==> config.mk <==
export PLATFORM = sky130hd
export DESIGN_NAME = puf_response_stabilizer
export DESIGN_NICKNAME = d
export VERILOG_FILES = /design/src/rtl/puf_response_stabilizer.sv
export SDC_FILE = /design/constraint.sdc
export NUM_CORES = 1
export LEC_CHECK = 0
export CAP_MARGIN = 20
export CELL_PAD_IN_SITES_DETAIL_PLACEMENT = 0
export CELL_PAD_IN_SITES_GLOBAL_PLACEMENT = 2
export CORE_UTILIZATION = 30
export DETAILED_ROUTE_END_ITERATION = 6
export PLACE_DENSITY = 0.72
export SLEW_MARGIN = 20
export SYNTH_ARGS = -nofsm -noshare
export SYNTH_HDL_FRONTEND = slang
export SYNTH_SLANG_ARGS = --single-unit
==> constraint.sdc <==
create_clock -name clk -period 2.45 [get_ports clk]
set_input_delay 0.49 -clock clk [delete_from_list [all_inputs] [get_ports clk]]
set_output_delay 0.49 -clock clk [all_outputs]
set_load 0.005 [all_outputs]
==> src/rtl/puf_response_stabilizer.sv <==
// Re-arms the PUF NUM_SAMPLES times and majority-votes each response bit into a stable key with an instability mask.
// Latency: key_valid rises NUM_SAMPLES*(SETTLE_CYCLES+2) cycles after start is accepted.
// Backpressure: key and unstable_mask are held in DONE until key_ready; start is ignored while busy.
module puf_response_stabilizer #(
    parameter int NUM_SAMPLES   = 15,
    parameter int SETTLE_CYCLES = 4
) (
    input  logic       clk,
    input  logic       rst_n,
    input  logic       start,
    input  logic [1:0] challenge,
    output logic       puf_enable,
    output logic [1:0] puf_control,
    input  logic [7:0] puf_response,
    output logic [7:0] key,
    output logic [7:0] unstable_mask,
    output logic       key_valid,
    input  logic       key_ready,
    output logic       busy
);

    localparam int CNT_W = $clog2(NUM_SAMPLES + 1);
    localparam int SET_W = $clog2(SETTLE_CYCLES + 1);
    localparam logic [CNT_W-1:0] FULL        = CNT_W'(NUM_SAMPLES);
    localparam logic [CNT_W-1:0] HALF        = CNT_W'(NUM_SAMPLES / 2);
    localparam logic [SET_W-1:0] SETTLE_LAST = SET_W'(SETTLE_CYCLES - 1);

    typedef enum logic [2:0] {
        IDLE,
        ARM,
        SETTLE,
        SAMPLE,
        DONE
    } state_t;

    state_t           state;
    state_t           state_nxt;
    logic [7:0]       sync_meta;
    logic [7:0]       sync_resp;
    logic [CNT_W-1:0] ones_cnt [8];
    logic [CNT_W-1:0] ones_nxt [8];
    logic [CNT_W-1:0] sample_cnt;
    logic [CNT_W-1:0] sample_nxt;
    logic [SET_W-1:0] settle_cnt;
    logic [7:0]       key_nxt;
    logic [7:0]       mask_nxt;

    // The PUF output is asynchronous to clk; only the second stage is consumed.
    always_ff @(posedge clk or negedge rst_n) begin
        if (!rst_n) begin
            sync_meta <= '0;
            sync_resp <= '0;
        end else begin
            sync_meta <= puf_response;
            sync_resp <= sync_meta;
        end
    end

    always_comb begin
        sample_nxt = sample_cnt + 1'b1;
        key_nxt    = '0;
        mask_nxt   = '0;
        for (int i = 0; i < 8; i++) begin
            ones_nxt[i] = ones_cnt[i] + {{(CNT_W-1){1'b0}}, sync_resp[i]};
            key_nxt[i]  = (ones_nxt[i] > HALF);
            mask_nxt[i] = (ones_nxt[i] != '0) && (ones_nxt[i] != FULL);
        end
    end

    always_ff @(posedge clk or negedge rst_n) begin
        if (!rst_n) begin
            state <= IDLE;
        end else begin
            state <= state_nxt;
        end
    end

    always_comb begin
        state_nxt  = state;
        puf_enable = 1'b0;
        key_valid  = 1'b0;
        busy       = 1'b1;
        case (state)
            IDLE: begin
                busy = 1'b0;
                if (start) state_nxt = ARM;
            end
            // One disabled cycle forces a fresh race on every sample.
            ARM: state_nxt = SETTLE;
            SETTLE: begin
                puf_enable = 1'b1;
                if (settle_cnt == SETTLE_LAST) state_nxt = SAMPLE;
            end
            SAMPLE: begin
                puf_enable = 1'b1;
                state_nxt  = (sample_nxt == FULL) ? DONE : ARM;
            end
            DONE: begin
                key_valid = 1'b1;
                if (key_ready) state_nxt = IDLE;
            end
            default: state_nxt = IDLE;
        endcase
    end

    always_ff @(posedge clk or negedge rst_n) begin
        if (!rst_n) begin
            puf_control   <= '0;
            sample_cnt    <= '0;
            settle_cnt    <= '0;
            key           <= '0;
            unstable_mask <= '0;
            for (int i = 0; i < 8; i++) ones_cnt[i] <= '0;
        end else begin
            case (state)
                IDLE: begin
                    if (start) begin
                        puf_control <= challenge;
                        sample_cnt  <= '0;
                        for (int i = 0; i < 8; i++) ones_cnt[i] <= '0;
                    end
                end
                ARM:    settle_cnt <= '0;
                SETTLE: settle_cnt <= settle_cnt + 1'b1;
                SAMPLE: begin
                    sample_cnt <= sample_nxt;
                    for (int i = 0; i < 8; i++) ones_cnt[i] <= ones_nxt[i];
                    // Vote on the final counts so key is ready the cycle DONE is entered.
                    if (sample_nxt == FULL) begin
                        key           <= key_nxt;
                        unstable_mask <= mask_nxt;
                    end
                end
                default: ;
            endcase
        end
    end

endmodule

==> impl_metrics.json <==
{
  "grt_pass1_wl_um": 11190,
  "ios": 35,
  "die_w_um": 109.9,
  "cts_tree": "done",
  "avgViaCountPerCell": 4.702,
  "cts-buffers-inserted": 9,
  "ys_types": 35,
  "min_path_type": "input pin to async pin",
  "nNetsFinal": 369,
  "drt-total-wl_um": 6326,
  "cts-htree-levels": 3,
  "yosysMostFrequentCell": "dfrtp_1",
  "synth_top_area_share_pct": 54.48,
  "synth_top_area_cell": "dfrtp_1",
  "ys_seq_area_share_pct": 54.48,
  "path_class": "register to primary output",
  "cp_max_fo": 9,
  "synth_area_leaders": "dfrtp_1, ha_1, mux2i_1",
  "drtPass1Iterations": 4,
  "cts_resized": 0,
  "pre_cts_slack_ns": 0.3460,
  "outcome": "finished, final reports clean",
  "layout-drive-gt1-share_pct": 10.59,
  "die_area_sq_um": 12070,
  "rsz0062_at_grt": "no",
  "required_ns": 1.96,
  "final.setup_skew_ns": 0.007579,
  "rows": 39,
  "cp.arrival_ns": 1.77,
  "clk_latency_ns": 0.34,
  "setup_viol": 0,
  "synth.avg_cell_area_sq_um": 11.79,
  "cap_violations": 0,
  "synth_flop_cell": "dfrtp_1",
  "final_max_slew_viol_count": 0,
  "period_minus_slack_ns": 2.263,
  "port_buffers": 34,
  "p_leak_nw": 1.941,
  "peakVddDrop_mv": 0.4665,
  "place_congestion": 0.6900,
  "fillCellCount": 1131,
  "clk_path_buf_depth": 2,
  "tightest_slew_ns": 0.5377,
  "fin_ws_ns": 0.1868,
  "syn-num-nets": 330,
  "hold_viol": 0,
  "antenna_found_initial": 0,
  "die_y_um": 109.9,
  "crit_path_end_kind": "primary output",
  "wl_per_cell_um": 13.10,
  "area_growth_pct": 22.51,
  "dp_hpwl_um": 3916,
  "synth_edf_count": 0,
  "root_buffer": "clkbuf_16",
  "ctsHoldBuffers": 0,
  "fin_setup_tns_ns": 0,
  "core_area_sq_um": 11370,
  "overflow": 0,
  "p_per_area_nw_per_um2": 935.8,
  "cts_setup_buffers": 0,
  "clk_pin_slew_ns": 0.06,
  "ys_ff_latch": 76,
  "antenna_left": 0,
  "start_util_pct": 30.70,
  "start_kind": "register",
  "num_antenna_cells": 0,
  "max-slew-margin-rel_pct": 64.15,
  "drc": 0,
  "synthesis.instances": 296,
  "grt_max_degree": 40,
  "fmax_ghz": 0.4419,
  "synth_warnings": 0,
  "clock-sinks": 76,
  "grtUsageTotal_pct": 12.27,
  "grt_pass1_vias": 2364,
  "synthArstFlopShare_pct": 100.0,
  "num_vias": 2271,
  "syn-cell-area_sq_um": 3491,
  "final.period_utilization_pct": 92.37,
  "drt_iter0_markers": 84,
  "synth_commonest_cells": "dfrtp_1, nand2_1, ha_1"
}
[critical path, cell delays in order (launching register included)]
cell             delay [ns]
dfrtp_1                0.50
inv_1                  0.14
nor2_1                 0.25
clkdlybuf4s50_1        0.56
[per-stage QoR]
stage	cells	area (sq um)	hold slack, ns	utilization, %	total power [mW]
floorplan	296	3491	0.1944	-	2.451
global placement	467	3974	0.3311	34.95	2.660
detailed placement	467	3974	0.3362	34.95	2.690
CTS	483	4277	0.1527	37.61	4.067
global route	483	4277	0.1758	37.61	4.297
finish	483	4277	0.1329	37.61	4.002
[placed cells by master (no fill, tap or decap), types with 2 or more instances in the layout]
cell type,instances
nor3_1,8
nand3_1,9
nor2_1,12
buf_4,5
clkdlybuf4s50_1,33
clkinv_2,2
mux2i_1,18
clkinvlp_4,2
inv_1,14
a21boi_0,2
buf_12,2
a22oi_1,2
xor2_1,17
clkbuf_16,9
ha_1,20
a22o_1,16
nand2_1,24
a21o_1,2
and3b_1,2
dfrtp_1,76
and3_1,8
nand3b_1,2
o21ai_1,18
o21ai_0,14
mux2_2,9
[where the power goes]
group          internal [mW]  leakage, nW  switching [mW]  total (mW)
registers               1.52        0.919           0.214        1.73
logic                  0.478        0.878           0.449       0.927
clock network          0.814        0.144           0.528        1.34
total                   2.81         1.94            1.19        4.00
[final timing paths]
check / startpoint / end / slack [ns] / cells after the start
worst max-delay path: state[1]$_DFFE_PN0P_ / puf_enable / 0.19 / 3
worst min-delay path: rst_n / ones_cnt[23]$_DFFE_PN0P_ / 0.13 / 1
worst max register to register: sample_cnt[0]$_DFFE_PN0P_ / unstable_mask[0]$_DFFE_PN0P_ / 0.66 / 6
worst min register to register: sync_meta[6]$_DFF_PN0_ / sync_resp[6]$_DFF_PN0_ / 0.35 / 0
max in group asynchronous: rst_n / key[5]$_DFFE_PN0P_ / 1.71 / 2
min in group clk: sync_meta[6]$_DFF_PN0_ / sync_resp[6]$_DFF_PN0_ / 0.35 / 0
[flip-flops by register name, summed over array words and instances (netlist names)]
name	flops
ones_cnt	32
sample_cnt	4
sync_meta	8
state	3
settle_cnt	3
puf_control	2
key	8
sync_resp	8
unstable_mask	8
[kinds of logic (layout without fill, tap and decap cells)]
group / after synthesis / in the layout / share of synthesized area, %
flops: 76 / 76 / 54.48
simple gates: 71 / 71 / 10.00
compound gates: 57 / 57 / 10.86
mux: 28 / 28 / 8.494
buf+inv: 26 / 70 / 4.480
fa+ha+maj: 20 / 20 / 7.168
xor+xnor: 18 / 18 / 4.516
[area by class of cell]
class	instances	area, sq um	share of cell area [%]
Clock buffer	10	239.0	5.588
Multi-Input combinational cell	194	1433	33.50
Timing Repair Buffer	40	407.9	9.538
Tap cell	143	178.9	4.184
Sequential cell	76	1902	44.47
Clock inverter	6	63.81	1.492
Inverter	14	52.55	1.229
[routing by layer]
| metal | GRT usage (%) | vias to the layer above | share of wire, % |
|---|---|---|---|
| li1 | - | 1118 | - |
| met1 | 15.67 | 1102 | 48 |
| met2 | 19.06 | 39 | 46 |
| met3 | 4.446 | 12 | 4.1 |
| met4 | 4.286 | 0 | 1.8 |
| met5 | 0 | - | 0 |
Note: power is estimated with default switching activity, not from simulation.
